### config.mk
export PLATFORM = sky130hd
export DESIGN_NAME = burst_reg_buf
export DESIGN_NICKNAME = d
export VERILOG_FILES = /design/src/rtl/burst_pkg.sv /design/src/rtl/burst_fifo.sv /design/src/rtl/burst_reg_buf.sv
export SDC_FILE = /design/constraint.sdc
export NUM_CORES = 1
export LEC_CHECK = 0
export BUFFER_PORTS_ARGS = -buffer_cell sky130_fd_sc_hd__buf_2
export CAP_MARGIN = 20
export CORE_AREA = 3 3 136 138
export CTS_CLUSTER_DIAMETER = 200
export DETAILED_ROUTE_END_ITERATION = 7
export DIE_AREA = 0 0 139 141
export REMOVE_ABC_BUFFERS = 1
export SYNTH_ARGS = -nofsm -noshare
export SYNTH_HDL_FRONTEND = slang
export SYNTH_SLANG_ARGS = --single-unit
### constraint.sdc
create_clock -name clk -period 8.9 [get_ports clk]
set_input_delay 2.225 -clock clk [delete_from_list [all_inputs] [get_ports clk]]
set_output_delay 2.225 -clock clk [all_outputs]
set_load 0.01 [all_outputs]
### src/rtl/burst_pkg.sv
// burst_pkg: shared FSM state encodings for the burst register buffer
package burst_pkg;
  typedef enum logic [1:0] {IDLE = 2'd0, BURST = 2'd1, DONE = 2'd2} state_t;
endpackage

### src/rtl/burst_fifo.sv
// burst_fifo: show-ahead word storage with pointers, level, full/empty and sticky overflow
module burst_fifo #(
  parameter int BUS_WIDTH = 16,
  parameter int DEPTH = 8,
  localparam int AW = $clog2(DEPTH)
) (
  input  logic                 clk,
  input  logic                 rst,
  input  logic                 clr,
  input  logic                 wen,
  input  logic [BUS_WIDTH-1:0] data_in,
  input  logic                 ren,
  output logic [BUS_WIDTH-1:0] data_out,
  output logic                 full,
  output logic                 empty,
  output logic [AW:0]          level,
  output logic                 overflow
);
  logic [BUS_WIDTH-1:0] mem [DEPTH];
  logic [AW-1:0] wr_ptr, rd_ptr;
  logic wr_ok;
  assign wr_ok = wen && !full;
  assign full = level == (AW+1)'(DEPTH);
  assign empty = level == '0;
  assign data_out = mem[rd_ptr];
  always_ff @(posedge clk or posedge rst)
    if (rst) begin
      mem <= '{default: '0};
      wr_ptr <= '0;
      rd_ptr <= '0;
      level <= '0;
      overflow <= 1'b0;
    end else if (clr) begin
      wr_ptr <= '0;
      rd_ptr <= '0;
      level <= '0;
      overflow <= 1'b0;
    end else begin
      if (wr_ok) begin
        mem[wr_ptr] <= data_in;
        wr_ptr <= wr_ptr + 1'b1;
      end
      if (ren) rd_ptr <= rd_ptr + 1'b1;
      level <= level + (AW+1)'(wr_ok) - (AW+1)'(ren);
      if (wen && full) overflow <= 1'b1;
    end
endmodule

### src/rtl/burst_reg_buf.sv
// burst_reg_buf: register buffer that streams a requested number of words per burst
module burst_reg_buf
  import burst_pkg::*;
#(
  parameter int BUS_WIDTH = 16,
  parameter int DEPTH = 8,
  localparam int AW = $clog2(DEPTH)
) (
  input  logic                 clk,
  input  logic                 rst,
  input  logic                 clr,
  input  logic                 wen,
  input  logic [BUS_WIDTH-1:0] data_in,
  input  logic                 burst_start,
  input  logic [AW:0]          burst_len,
  input  logic                 out_ready,
  output logic                 out_valid,
  output logic [BUS_WIDTH-1:0] data_out,
  output logic                 burst_busy,
  output logic                 burst_done,
  output logic                 full,
  output logic                 empty,
  output logic [AW:0]          level,
  output logic                 overflow
);
  state_t state, nxt;
  logic [AW:0] cnt;
  logic xfer;
  assign xfer = out_valid && out_ready;
  burst_fifo #(.BUS_WIDTH(BUS_WIDTH), .DEPTH(DEPTH)) u_fifo (
    .clk(clk), .rst(rst), .clr(clr), .wen(wen), .data_in(data_in), .ren(xfer),
    .data_out(data_out), .full(full), .empty(empty), .level(level), .overflow(overflow)
  );
  always_ff @(posedge clk or posedge rst)
    if (rst) state <= IDLE;
    else state <= clr ? IDLE : nxt;
  always_comb
    nxt = state == IDLE  ? (burst_start ? (burst_len == '0 ? DONE : BURST) : IDLE) :
          state == BURST ? (xfer && cnt == (AW+1)'(1) ? DONE : BURST) : IDLE;
  always_comb begin
    burst_busy = state == BURST;
    burst_done = state == DONE;
    out_valid = burst_busy && !empty;
  end
  always_ff @(posedge clk or posedge rst)
    if (rst) cnt <= '0;
    else if (clr) cnt <= '0;
    else if (state == IDLE && burst_start) cnt <= burst_len;
    else if (state == BURST && xfer) cnt <= cnt - 1'b1;
endmodule

# Yosys cells after proc, flatten, opt, wreduce, memory -nomap -nowiden
# Cells that the tools add are included.
[op_classes]
add_sub_neg = 5
magnitude_cmp = 3
n_eq_ne = 4
mux = 22
bitwise_logic = 3
n_reduce_logical = 18
[op_table]
columns = ["op", "n"]
rows = [
  ["$bwmux 128", 1],
  ["$bmux 16 s3", 1],
  ["$demux 16 s3", 1],
  ["$mux 16", 3],
  ["$mux 4", 4],
  ["$mux 2", 6],
  ["$mux 3", 4],
  ["$ge 4x4->1 const B", 2],
  ["$logic_and 1x1->1", 8],
  ["$logic_not 4->1", 2],
  ["$not 3->4", 2],
  ["$add 3x1->3 const B", 2],
  ["$reduce_bool 2->1", 3],
  ["$add 4x1->4", 1],
  ["$eq 4x1->1 const B", 1],
  ["$eq 4x4->1 const B", 1],
  ["$lt 4x1->1 const B", 1],
  ["$sub 4x1->4", 1],
  ["$sub 4x1->4 const B", 1],
  ["$reduce_bool 3->1", 1],
  ["$eq 2x1->1 const B", 1],
  ["$eq 2x2->1 const B", 1],
  ["$logic_not 1->1", 2],
  ["$logic_not 2->1", 1],
  ["other kinds (3)", 4],
]
[word_totals]
register_bits = 145
input_bits = 26
out_inout_bits = 26
word_cells = 69

# Longest topological paths before layout
# Gate-level depths: netlist (run 1).
[logic_depth]
ltp_word = 9
ltp_mapped = 11
ltp_nobuf = 10

# Modules after synthesis
# Synthesis (run 1) repeated with hierarchy kept, for this count alone.
[unflattened]
hier_cells = 441
area_unflattened_um2 = 6915.4
[by_module_without_submodules]
columns = ["mod", "n_inst", "cells_per_inst", "area_per_inst_um2", "seq_area_each_um2"]
rows = [
  ["burst_fifo", 1, 397, 6503.7, 3478.3],
  ["burst_reg_buf", 1, 44, 411.6, 150.1],
]

# Worst setup path after synthesis (run 1)
# OpenSTA, ideal clock, no wires.
[synth_timing]
path_kind = "input -> register"
from = "input out_ready"
to = "register u_fifo.level[3]"
setup_ns = 0.125
t_arrival_ns = 3.759
setup_slack_ns = 5.017
stages = 7
n_path_buf = 1
path_cell_list = "nand3b_1 clkbuf_1 or3_1 ha_1 a21o_1 a21oi_1 mux2_2"
[synth_via]
elab_chain_cells = 3
[synth_lines]
columns = ["element", "line_no", "rtl"]
rows = [
  ["start, declared", "burst_reg_buf.sv:16", "input logic out_ready,"],
  ["$logic_and 1x1->1", "burst_reg_buf.sv:29", "assign xfer = out_valid && out_ready;"],
  ["$sub 4x1->4", "burst_fifo.sv:44", "level <= level + (AW+1)'(wr_ok) - (AW+1)'(ren);"],
  ["$mux 4", "burst_fifo.sv:33", "end else if (clr) begin"],
  ["end signal, assigned", "burst_fifo.sv:44", ""],
  ["end, declared", "burst_fifo.sv:16", "output logic [AW:0] level,"],
]
# No other way between the ends.
# A chain may end at the register's enable or synchronous reset.

# Final worst setup path (run 1)
[layout_timing]
from = "register u_fifo.rd_ptr[0]"
to = "output data_out[7]"
[layout_via]
elab_chain_cells = 4
[layout_lines]
columns = ["element", "line_no", "rtl"]
rows = [
  ["start, declared", "burst_fifo.sv:20", "logic [AW-1:0] wr_ptr, rd_ptr;"],
  ["start signal, assigned", "burst_fifo.sv:43", "if (ren) rd_ptr <= rd_ptr + 1'b1;"],
  ["$not 3->4 (implied by the code)", "burst_fifo.sv:25", "assign data_out = mem[rd_ptr];"],
  ["$bmux 16 s3", "burst_fifo.sv:25", ""],
  ["$mux 16 (implied by the code) (2 in series)", "burst_fifo.sv:25", ""],
  ["end, declared", "burst_reg_buf.sv:18", "output logic [BUS_WIDTH-1:0] data_out,"],
]
# No other way between the ends. The select of a mux whose other input is x is not followed.

==> metrics.log, run 1 <==
INFO  metric grt_setup_unrepaired = no
INFO  metric clock_tree_from_tritoncts = done
INFO  metric synth.top_cells.by_count = sky130_fd_sc_hd__dfrtp_1, sky130_fd_sc_hd__mux2_2, sky130_fd_sc_hd__mux4_2
INFO  metric cts_hold_buf = 0
INFO  metric die-height = 141 um
INFO  metric num-fill-cells = 1,548
INFO  metric maxSlewViolCount = 0
INFO  metric synth.lib_cells_used.distinct = 44
INFO  metric synth.area.top_cells = sky130_fd_sc_hd__dfrtp_1, sky130_fd_sc_hd__mux2_2, sky130_fd_sc_hd__mux4_2, sky130_fd_sc_hd__ha_1, sky130_fd_sc_hd__buf_6
INFO  metric ys_seq_elements = 145
INFO  metric ys_warn_count = 0
INFO  metric grt.busiest_layer = met2
INFO  metric synth.largest_area_cell = sky130_fd_sc_hd__dfrtp_1
INFO  metric multi_input_comb_area = 3070 sq um
INFO  metric drc_errors = 0
INFO  metric post_cts.repair.setup_buffers = 0
INFO  metric final_hold_viol_count = 0
INFO  metric timing.final.crit_share = 53.9%
INFO  metric dp_hpwl = 8610 um
INFO  metric final.setup_skew = 0.00686 ns
INFO  metric postRouteAntennaNets = 0
INFO  metric io-pin-count = 52
INFO  metric core_footprint = 17,300 sq um
INFO  metric clkLatencyLatePin = 0.41 ns
INFO  metric die_width = 139 um
INFO  metric port_buffers = 51
INFO  metric n_antenna_cell = 0
INFO  metric syn-mean-instance-area = 15.4 sq um
INFO  metric worst_setup_path_end_kind = output pin
INFO  metric antenna_violations_before_repair = 0
INFO  metric root_buffer = sky130_fd_sc_hd__clkbuf_16
INFO  metric status = complete, no violations
INFO  metric report.final.setup_viol = 0
INFO  metric tritoncts.num_buffers = 17
INFO  metric timing.fmax = 209 MHz
INFO  metric fin_tns_setup = 0 ns
INFO  metric drtPass1Iterations = 4
INFO  metric largest_net_degree_at_the_start_of_global_routing = 83
INFO  metric htreeDepth = 4
INFO  metric post_synthesis_async_set_or_reset_flop_share = 100%
INFO  metric final_area = 8040 sq um
INFO  metric netlist_instances = 450
INFO  metric static-leakage-power = 3.69 nW
INFO  metric grt_use_met2 = 24.8%
INFO  metric routedWlPerCell = 19.1 um
INFO  metric hold_class = register to register
INFO  metric clock_sink_count = 145
INFO  metric groute.layer.met1.usage = 20.4%
INFO  metric final_weighted_congestion_of_routability_driven_global_placement = 0.767
INFO  metric die_area = 19,600 sq um
INFO  metric rows = 48
INFO  metric synth-edff-count = 0
INFO  metric grt.met3_usage = 4.92%
INFO  metric ys.flop_type = sky130_fd_sc_hd__dfrtp_1
INFO  metric clk_pin_slew = 0.06 ns
INFO  metric cts_repair_resize_count = 0
INFO  metric critPathRequiredTime = 6.68 ns
INFO  metric area_of_the_mapped_netlist = 6920 sq um
INFO  metric nNetsFinal = 537
INFO  metric overflow = 0
INFO  metric clockBufferDepth = 2
INFO  metric floorplan.initialDensity = 40.0%
INFO  metric maxSlewHeadroom = 32.6%
INFO  metric peakVddDrop = 0.000143 V
INFO  metric num_vias = 3,952
INFO  metric period_minus_slack = 4.80 ns
INFO  metric yosysMostFrequentCell = sky130_fd_sc_hd__dfrtp_1
INFO  metric wire_length_of_the_first_global_routing_pass = 23,600 um
INFO  metric setup.worst_path.class = register to output pin
INFO  metric max_slew.worst_pin.slew = 1.01 ns
INFO  metric path_max_fanout = 20
INFO  metric critPathArrivalTime = 2.57 ns
INFO  metric timing.critical_path.from_type = register
INFO  metric power_per_cell_area = 275 nW/um^2
INFO  metric wl = 14,100 um
INFO  metric drt_iter0_markers = 201
INFO  metric yosysTopAreaCellShare = 52.5%
INFO  metric place_area = 7350 sq um
INFO  metric yosysSeqAreaShare = 52.5%
INFO  metric final_layout_size_suffix_gt1_share = 54.9%
INFO  metric maxCapViolCount = 0
INFO  metric sequential_cell_area = 3630 sq um
INFO  metric post_drt_via_cell_ratio = 5.35
INFO  metric flow.area_growth_from_synthesis = 16.3%
INFO  metric track_usage = 15.3%
INFO  metric first_global_vias = 4,324
power breakdown:
group | leakage [nW] | internal [mW] | switching [mW]
Combinational | 1.46 | 0.301 | 0.216
Clock | 0.323 | 0.527 | 0.261
Sequential | 1.91 | 0.817 | 0.0905
Total | 3.69 | 1.64 | 0.568
metrics by stage:
stage,hold slack (ns),util [%],instances,setup WS (ns),total power [mW]
after floorplan,0.453,-,423,2.78,1.28
after global placement,0.474,42.5,706,4.50,1.42
after detailed placement,0.488,42.5,706,4.47,1.44
after CTS,0.503,46.3,738,4.01,2.24
after global routing,0.506,46.5,739,3.90,2.34
final,0.499,46.5,739,4.10,2.21
flip-flops by register name, summed over array words and instances (netlist names):
name             count
u_fifo.overflow      1
u_fifo.wr_ptr        3
cnt                  4
u_fifo.mem         128
state                2
u_fifo.rd_ptr        3
u_fifo.level         4
final timing paths:
| kind | from | endpoint | slack, ns | cells past startpoint |
|---|---|---|---|---|
| max | u_fifo.rd_ptr[0]$_DFFE_PP0P_ | data_out[7] | 4.10 | 4 |
| min | u_fifo.mem[39]$_DFFE_PP0P_ | u_fifo.mem[39]$_DFFE_PP0P_ | 0.50 | 1 |
| max reg2reg | u_fifo.level[2]$_DFF_PP0_ | u_fifo.level[3]$_DFF_PP0_ | 6.18 | 10 |
| min reg2reg | u_fifo.mem[39]$_DFFE_PP0P_ | u_fifo.mem[39]$_DFFE_PP0P_ | 0.50 | 1 |
| max in group asynchronous | rst | u_fifo.mem[36]$_DFFE_PP0P_ | 6.02 | 4 |
| min in group asynchronous | rst | u_fifo.mem[111]$_DFFE_PP0P_ | 1.89 | 2 |
kinds of logic (layout without fill, tap and decap cells):
kind of cell	count (synthesis)	after routing	share of synthesized area [%]
fa+ha+maj	10	10	1.92
compound gates	23	23	2.23
buf+inv	41	105	3.11
xor+xnor	1	1	0.127
simple gates	52	52	5.95
flops	145	145	52.5
mux	178	178	34.2
layout make-up:
type | instances | share of cell area [%]
inverter | 14 | 0.716
sequential | 145 | 45.2
clock inverter | 9 | 2.19
clock buffer | 23 | 6.07
tap | 225 | 3.50
timing repair buffer | 59 | 4.17
multi-input combinational | 264 | 38.2
placed cells by master (no fill, tap or decap), types with 2 or more instances in the layout:
cell type,n
sky130_fd_sc_hd__buf_4,7
sky130_fd_sc_hd__buf_2,51
sky130_fd_sc_hd__dfrtp_1,143
sky130_fd_sc_hd__clkbuf_8,4
sky130_fd_sc_hd__bufinv_16,5
sky130_fd_sc_hd__mux4_2,32
sky130_fd_sc_hd__or3b_2,2
sky130_fd_sc_hd__nor4_1,2
sky130_fd_sc_hd__nor2b_1,6
sky130_fd_sc_hd__inv_1,12
sky130_fd_sc_hd__o21ai_0,5
sky130_fd_sc_hd__clkbuf_16,17
sky130_fd_sc_hd__clkinv_2,2
sky130_fd_sc_hd__or4_1,2
sky130_fd_sc_hd__nand2b_1,2
sky130_fd_sc_hd__nor2_1,12
sky130_fd_sc_hd__o31ai_1,3
sky130_fd_sc_hd__ha_1,9
sky130_fd_sc_hd__a21oi_1,6
sky130_fd_sc_hd__a311oi_1,4
sky130_fd_sc_hd__nand3_1,4
sky130_fd_sc_hd__or3_1,5
sky130_fd_sc_hd__nand2_1,3
sky130_fd_sc_hd__mux2_1,2
sky130_fd_sc_hd__nor3b_4,2
sky130_fd_sc_hd__mux2_2,144
sky130_fd_sc_hd__dfrtp_2,2
sky130_fd_sc_hd__nor4_4,2
sky130_fd_sc_hd__clkbuf_1,2
critical path, cell delays in order, from the launching register on:
cell and delay (ns):
sky130_fd_sc_hd__dfrtp_2 0.67, sky130_fd_sc_hd__buf_4 0.48, sky130_fd_sc_hd__mux4_2 0.55, sky130_fd_sc_hd__mux2_2 0.30, sky130_fd_sc_hd__buf_2 0.15
metal layers:
metal / routed length (um) / up-vias
li1: - / 1779
met1: 6530 / 2096
met2: 6870 / 68
met3: 604 / 9
met4: 121 / 0
met5: 0 / -
No activity file was read; power rests on OpenSTA's default activity.
==> run 2: changes to the inputs <==
- ABC_AREA: not set -> 1
- clock period: 8.9 -> 4.05 ns (I/O delays scaled with it)
==> run 2 against run 1 <==
Routed wire length grew 16%; critical path type unchanged; non-clock buffer count grew 1; first-iteration DRC count is 66% higher; cell count grew 46%; clock skew up 0.0020 ns; register-to-register slack worse by 4.3 ns; clock power is 97% higher; power increased by 120%; critical path depth grew 2; sequential cell count unchanged; clock-buffer cell count is the same.
==> metrics.log, run 2 <==
INFO  metric status = complete, no violations
INFO  metric maxSlewViolCount = 0 (unchanged)
INFO  metric synth-edff-count = 0 (unchanged)
INFO  metric worstReg2RegEnd = u_fifo.level[1]$_DFF_PP0_
INFO  metric ys.flop_type = sky130_fd_sc_hd__dfrtp_1
INFO  metric post_drt_via_cell_ratio = 5.07 (-5.3%)
INFO  metric ys_warn_count = 0 (unchanged)
INFO  metric yosysMostFrequentCell = sky130_fd_sc_hd__nand2_1
INFO  metric synth.lib_cells_used.distinct = 24 (-45%)
INFO  metric io-pin-count = 52 (unchanged)
INFO  metric drtPass1Iterations = 5 (+1)
INFO  metric timing.reg2reg.worst_path_depth = 10 (unchanged)
INFO  metric clock_sink_count = 145 (unchanged)
INFO  metric htreeDepth = 4 (unchanged)
INFO  metric wl = 16,400 um (+16%)
INFO  metric post_synthesis_async_set_or_reset_flop_share = 100% (unchanged)
INFO  metric largest_registers = u_fifo.mem: 128 flops, cnt: 4 flops, u_fifo.level: 4 flops
INFO  metric clk_pin_slew = 0.06 ns (about the same)
INFO  metric ys_seq_elements = 145 (unchanged)
INFO  metric post-route-worst-setup-slack = 0.942 ns (-3.16 ns)
INFO  metric cpLargestDelayFamily = buffers and inverters
INFO  metric final_hold_viol_count = 0 (unchanged)
INFO  metric timing.final.crit_share = 76.7%
INFO  metric antenna_violations_before_repair = 0 (unchanged)
INFO  metric grt_setup_unrepaired = no
INFO  metric crit_path_start = u_fifo.rd_ptr[0]$_DFFE_PP0P_
INFO  metric path_max_fanout = 65 (+230%)
INFO  metric netlist_instances = 812 (+80%)
INFO  metric root_buffer = sky130_fd_sc_hd__clkbuf_16
INFO  metric report.final.setup_viol = 0 (unchanged)
INFO  metric maxSlewHeadroom = 42.6% (+10 points)
INFO  metric ff2ff_setup_slack = 1.88 ns (-4.30 ns)
INFO  metric largest_net_degree_at_the_start_of_global_routing = 80 (-3.6%)
INFO  metric num_vias = 5,477 (+39%)
INFO  metric dp_cells = 1,049 (+49%)
INFO  metric synth.top_cells.by_count = sky130_fd_sc_hd__nand2_1, sky130_fd_sc_hd__dfrtp_1, sky130_fd_sc_hd__o21ai_1
INFO  metric tritoncts.num_buffers = 17 (unchanged)
INFO  metric peakVddDrop = 0.000370 V (+160%)
INFO  metric cts_hold_buf = 0 (unchanged)
INFO  metric timing.critical_path.from_type = register
INFO  metric static-leakage-power = 3.84 nW (+4.0%)
INFO  metric rows = 48 (unchanged)
INFO  metric worst_setup_path_endpoint = data_out[9]
INFO  metric drc_errors = 0 (unchanged)
INFO  metric die_width = 139 um (unchanged)
INFO  metric die_area = 19,600 sq um (unchanged)
INFO  metric final_weighted_congestion_of_routability_driven_global_placement = 0.732 (-4.6%)
INFO  metric track_usage = 17.5% (+2.1 points)
INFO  metric worst_path_max_delay_cell = sky130_fd_sc_hd__buf_4
INFO  metric yosysSeqAreaShare = 52.4% (-0.085 points)
INFO  metric hold_class = register to register
INFO  metric final_cell_mix = sky130_fd_sc_hd__nand2_1, sky130_fd_sc_hd__dfrtp_1, sky130_fd_sc_hd__o21ai_1, sky130_fd_sc_hd__nor2_1, sky130_fd_sc_hd__o21ai_0
INFO  metric period_minus_slack = 3.11 ns
INFO  metric clkLatencyLatePin = 0.42 ns (about the same)
INFO  metric routedWlPerCell = 15.2 um (-21%)
INFO  metric core_footprint = 17,300 sq um (unchanged)
INFO  metric nNetsFinal = 879 (+64%)
INFO  metric port_buffers = 51 (unchanged)
INFO  metric worst_setup_path_end_kind = output pin
INFO  metric first_global_vias = 5,340 (+23%)
INFO  metric dp_hpwl = 9480 um (+10%)
INFO  metric die-height = 141 um (unchanged)
INFO  metric post_cts.repair.setup_buffers = 0 (unchanged)
INFO  metric largest-register = u_fifo.mem
INFO  metric reg2reg_from = u_fifo.level[2]$_DFF_PP0_
INFO  metric finalNonFillerCells = 1,081 (+46%)
INFO  metric postRouteAntennaNets = 0 (unchanged)
INFO  metric wire_length_of_the_first_global_routing_pass = 27,600 um (+17%)
INFO  metric cts_repair_resize_count = 0 (unchanged)
INFO  metric max_reg_flops = 128 (unchanged)
INFO  metric final_common_cell = sky130_fd_sc_hd__nand2_1
INFO  metric clock_tree_from_tritoncts = done
INFO  metric critical_path_buf_inv_count = 2 (unchanged)
INFO  metric place_ws = 1.42 ns (-3.04 ns)
INFO  metric clockBufferDepth = 2 (unchanged)
INFO  metric max_slew.worst_pin.slew = 0.860 ns (-0.150 ns)
INFO  metric crit_cells = 6 (+2)
INFO  metric n_antenna_cell = 0 (unchanged)
INFO  metric floorplan.initialDensity = 40.0% (+0.065 points)
INFO  metric overflow = 0 (unchanged)
INFO  metric critPathArrivalTime = 2.10 ns (-0.47 ns)
INFO  metric critPathRequiredTime = 3.04 ns (-3.64 ns)
INFO  metric flow.area_growth_from_synthesis = 12.0%
INFO  metric power_per_cell_area = 635 nW/um^2 (+130%)
INFO  metric timing.critical_path.slowest_cell_delay = 0.53 ns (-0.14 ns)
INFO  metric timing.fmax = 322 MHz
INFO  metric critical_path.cell_chain = buf_4 -> o21ai_0 -> o22ai_1 -> nand2_1 -> nand2_1 -> buf_2
INFO  metric maxCapViolCount = 0 (unchanged)
INFO  metric fin_tns_setup = 0 ns (unchanged)
INFO  metric setup.worst_path.class = register to output pin
INFO  metric area_of_the_mapped_netlist = 6930 sq um (+0.16%)
INFO  metric syn-mean-instance-area = 8.53 sq um (-44%)
INFO  metric yosysTopAreaCellShare = 52.4% (-0.085 points)
INFO  metric drt_iter0_markers = 333 (+66%)
INFO  metric crit_top_cell = sky130_fd_sc_hd__nand2_1
INFO  metric final.setup_skew = 0.00882 ns (+0.00196 ns)
INFO  metric synth.largest_area_cell = sky130_fd_sc_hd__dfrtp_1
INFO  metric synth.area.top_cells = sky130_fd_sc_hd__dfrtp_1, sky130_fd_sc_hd__nand2_1, sky130_fd_sc_hd__o21ai_1, sky130_fd_sc_hd__o21ai_0, sky130_fd_sc_hd__nor2_1
INFO  metric final_layout_size_suffix_gt1_share = 13.7% (-41 points)
## run 2: changes by cell type after synthesis, sizes merged, moves of 8 or more
cell,before,now
nand2,3,226
o21ai,5,199
mux2,146,0
nor2,12,85
mux4,32,0
o22ai,0,32
inv,14,41
buf,18,31
clkbuf,9,17
## run 2: kinds of logic after synthesis
group | Yosys count | share of synthesized area (%)
and+or+nand+nor | 328 | 19.4
AOI/OAI and AO/OA | 237 | 18.4
adders and majority gates | 10 | 1.91
DFF | 145 | 52.4
buffers and inverters | 90 | 7.68
xor gates and xnor gates | 2 | 0.253
## run 2: through the flow
| stage | utilization [%] | instance area, sq um | power, mW | hold WS (ns) |
|---|---|---|---|---|
| after CTS | 44.9 | 7760 | 4.98 | 0.478 |
| after global placement | 41.5 | 7180 | 3.39 | 0.460 |
| after detailed placement | 41.5 | 7180 | 3.41 | 0.464 |
| final | 44.9 | 7760 | 4.93 | 0.475 |
| after floorplan | - | 6550 | 2.95 | 0.449 |
| after global routing | 44.9 | 7760 | 5.30 | 0.497 |
## run 2: worst min-delay path, cell delays in order (launching register included)
cell                      delay (ns)
sky130_fd_sc_hd__dfrtp_1        0.33
sky130_fd_sc_hd__nand2_1        0.06
sky130_fd_sc_hd__o21ai_2        0.05
## run 2: routing by layer
layer	wire [um]	up-vias	global-route usage, %
met5	0	-	0
met4	229	0	5.15
met3	682	21	4.41
met2	7640	106	27.7
met1	7860	2605	23.9
li1	-	2745	-
## run 2: worst min path at each step
stage	from	endpoint	slack [ns]	cells past startpoint
after floorplan	cnt[1]$_DFFE_PP0P_	cnt[1]$_DFFE_PP0P_	0.45	2
after global placement	u_fifo.mem[29]$_DFFE_PP0P_	u_fifo.mem[29]$_DFFE_PP0P_	0.46	2
after detailed placement	u_fifo.mem[29]$_DFFE_PP0P_	u_fifo.mem[29]$_DFFE_PP0P_	0.46	2
after CTS	u_fifo.mem[29]$_DFFE_PP0P_	u_fifo.mem[29]$_DFFE_PP0P_	0.48	2
after global routing	u_fifo.mem[88]$_DFFE_PP0P_	u_fifo.mem[88]$_DFFE_PP0P_	0.50	2
final	u_fifo.mem[29]$_DFFE_PP0P_	u_fifo.mem[29]$_DFFE_PP0P_	0.48	2
## run 2: final cells by class
| type | count | area [sq um] |
|---|---|---|
| Fill cell | 1760 | 9540 |
| Sequential cell | 145 | 3630 |
| Multi-Input combinational cell | 577 | 2770 |
| Clock buffer | 23 | 478 |
| Timing Repair Buffer | 60 | 335 |
| Tap cell | 225 | 282 |
| Inverter | 42 | 163 |
| Clock inverter | 9 | 106 |
## run 2: where the power goes
group          internal, mW  switching [mW]  total (mW)  leakage, nW
Clock                 0.953           0.595        1.55        0.279
Combinational         0.537           0.853        1.39         1.62
Sequential             1.80           0.189        1.99         1.94
Total                  3.29            1.64        4.93         3.84
==> run 3: changes to the inputs <==
- ABC_AREA: 1 -> 0
- clock period: 4.05 -> 3.2 ns (I/O delays scaled with it)
==> run 3 against run 2 <==
Clock power is 23% higher; first-iteration DRC count fell by 51%; critical path type unchanged; register-to-register slack worse by 1.4 ns; highest routed layer unchanged; sequential share of layout area down 1.6 points; sequential cell count unchanged; non-clock buffer count increased by 7; critical path depth decreased by 2.
==> metrics.log, run 3 (synthesis results as in run 1) <==
INFO  metric status = complete, no violations
INFO  metric track_usage = 15.4% (-2.0 points)
INFO  metric maxCapViolCount = 0 (unchanged)
INFO  metric die_width = 139 um (unchanged)
INFO  metric path_max_fanout = 12 (-82%)
INFO  metric largest_registers = u_fifo.mem: 128 flops, cnt: 4 flops, u_fifo.level: 4 flops
INFO  metric setup.worst_path.class = register to output pin
INFO  metric clkLatencyLatePin = 0.42 ns (about the same)
INFO  metric floorplan.initialDensity = 40.0% (-0.065 points)
INFO  metric maxSlewViolCount = 0 (unchanged)
INFO  metric root_buffer = sky130_fd_sc_hd__clkbuf_16
INFO  metric static-leakage-power = 3.69 nW (-3.9%)
INFO  metric critPathRequiredTime = 2.40 ns (-0.64 ns)
INFO  metric htreeDepth = 4 (unchanged)
INFO  metric post_cts.repair.setup_buffers = 0 (unchanged)
INFO  metric sequential_cell_area = 3630 sq um (about the same)
INFO  metric critical_path.cell_chain = buf_4 -> mux4_2 -> mux2_2 -> buf_2
INFO  metric flow.area_growth_from_synthesis = 16.3%
INFO  metric final.setup_skew = 0.00750 ns (-0.00132 ns)
INFO  metric reg2reg_from = u_fifo.level[2]$_DFF_PP0_
INFO  metric drtPass1Iterations = 4 (-1)
INFO  metric peakVddDrop = 0.000409 V (+11%)
INFO  metric nNetsFinal = 545 (-38%)
INFO  metric post-layout-total-power = 5.90 mW (+20%)
INFO  metric postRouteAntennaNets = 0 (unchanged)
INFO  metric post_drt_via_cell_ratio = 5.35 (+5.6%)
INFO  metric cpLargestDelayFamily = multiplexers
INFO  metric final_hold_viol_count = 0 (unchanged)
INFO  metric clk_pin_slew = 0.06 ns (about the same)
INFO  metric critical_path_buf_inv_count = 2 (unchanged)
INFO  metric largest-register = u_fifo.mem
INFO  metric worstReg2RegEnd = u_fifo.level[3]$_DFF_PP0_
INFO  metric final_cell_mix = sky130_fd_sc_hd__mux2_2, sky130_fd_sc_hd__dfrtp_1, sky130_fd_sc_hd__buf_2, sky130_fd_sc_hd__mux4_2, sky130_fd_sc_hd__clkbuf_16
INFO  metric critPathArrivalTime = 2.25 ns (+0.15 ns)
INFO  metric clock_tree_from_tritoncts = done
INFO  metric drt_iter0_markers = 162 (-51%)
INFO  metric rows = 48 (unchanged)
INFO  metric max_slew.worst_pin.slew = 1.04 ns (+0.184 ns)
INFO  metric core_footprint = 17,300 sq um (unchanged)
INFO  metric report.final.setup_viol = 0 (unchanged)
INFO  metric io-pin-count = 52 (unchanged)
INFO  metric largest_net_degree_at_the_start_of_global_routing = 74 (-7.5%)
INFO  metric overflow = 0 (unchanged)
INFO  metric dp_hpwl = 9050 um (-4.5%)
INFO  metric multi_input_comb_area = 3070 sq um (+11%)
INFO  metric hold_class = primary input to async pin
INFO  metric antenna_violations_before_repair = 0 (unchanged)
INFO  metric worst_path_max_delay_cell = sky130_fd_sc_hd__dfrtp_4
INFO  metric timing.critical_path.slowest_cell_delay = 0.57 ns (+0.04 ns)
INFO  metric worst_setup_path_end_kind = output pin
INFO  metric timing.final.crit_share = 95.4%
INFO  metric timing.reg2reg.worst_path_depth = 10 (unchanged)
INFO  metric die_area = 19,600 sq um (unchanged)
INFO  metric timing.fmax = 328 MHz
INFO  metric die-height = 141 um (unchanged)
INFO  metric n_antenna_cell = 0 (unchanged)
INFO  metric clockBufferDepth = 2 (unchanged)
INFO  metric routedWlPerCell = 19.2 um (+26%)
INFO  metric tritoncts.num_buffers = 17 (unchanged)
INFO  metric max_reg_flops = 128 (unchanged)
INFO  metric period_minus_slack = 3.05 ns
INFO  metric ff2ff_setup_slack = 0.45 ns (-1.43 ns)
INFO  metric final_weighted_congestion_of_routability_driven_global_placement = 0.752 (+2.8%)
INFO  metric maxSlewHeadroom = 30.4% (-12 points)
INFO  metric power_per_cell_area = 734 nW/um^2 (+15%)
INFO  metric port_buffers = 51 (unchanged)
INFO  metric wire_length_of_the_first_global_routing_pass = 23,900 um (-13%)
INFO  metric holdWs = 0.487 ns (+0.0119 ns)
INFO  metric grt_setup_unrepaired = no
INFO  metric timing.critical_path.from_type = register
INFO  metric wl = 14,300 um (-13%)
INFO  metric first_global_vias = 4,360 (-18%)
INFO  metric num_vias = 3,990 (-27%)
INFO  metric clock_sink_count = 145 (unchanged)
INFO  metric drc_errors = 0 (unchanged)
INFO  metric final_layout_size_suffix_gt1_share = 55.3% (+42 points)
INFO  metric num-fill-cells = 1,532 (-13%)
[run 3: worst max-delay path by stage]
stage,startpoint,endpoint,slack (ns),cells past startpoint
floorplan,rst,cnt[0]$_DFFE_PP0P_,-1.49,1
global placement,u_fifo.rd_ptr[0]$_DFFE_PP0P_,data_out[13],0.52,4
detailed placement,u_fifo.level[2]$_DFF_PP0_,u_fifo.level[3]$_DFF_PP0_,0.45,10
CTS,u_fifo.rd_ptr[0]$_DFFE_PP0P_,data_out[13],0.03,4
global route,u_fifo.rd_ptr[0]$_DFFE_PP0P_,data_out[13],0.03,4
finish,u_fifo.rd_ptr[0]$_DFFE_PP0P_,data_out[13],0.15,4
[run 3: repair_timing]
action / in CTS / in global routing
hold buffers: 0 / 0
endpoints found under the hold margin: 0 / 0
resized for setup: 0 / 1
endpoints found under the setup margin: 0 / 6
[run 3: cell type report]
cell class | count | area share, %
Inverter | 14 | 0.716
Tap cell | 225 | 3.50
Clock inverter | 10 | 1.39
Clock buffer | 21 | 5.73
Sequential cell | 145 | 45.2
Timing Repair Buffer | 67 | 5.29
Multi-Input combinational cell | 264 | 38.2
[run 3: through the flow]
step                      instances  setup slack (ns)  area (sq um)  setup TNS [ns]  utilization [%]
final                           746             0.147          8040               0             46.5
after global routing            746            0.0327          8040               0             46.5
after floorplan                 423             -1.49          6750         -216.72                -
after global placement          715             0.525          7470               0             43.2
after CTS                       746            0.0348          8040               0             46.5
after detailed placement        715             0.449          7470               0             43.2
[run 3: worst reg2reg max path, delay by kind of cell (launching register included)]
| kind | cells | cell delay [ns] |
|---|---|---|
| fa+ha+maj | 2 | 0.35 |
| compound gates | 2 | 0.34 |
| buf+inv | 2 | 0.41 |
| mux | 1 | 0.35 |
| simple gates | 3 | 0.82 |
| flops | 1 | 0.37 |
[run 3: power breakdown]
part | switching (mW) | internal (mW) | total [mW]
combinational | 0.620 | 0.849 | 1.47
sequential | 0.243 | 2.27 | 2.52
clock | 0.735 | 1.18 | 1.91
[run 3: per-layer routing]
layer	routed length (um)	up-vias	GRT usage, %
met2	7030	66	25.4
met3	569	19	3.80
met5	0	-	0
li1	-	1793	-
met1	6500	2112	20.3
met4	203	0	4.94
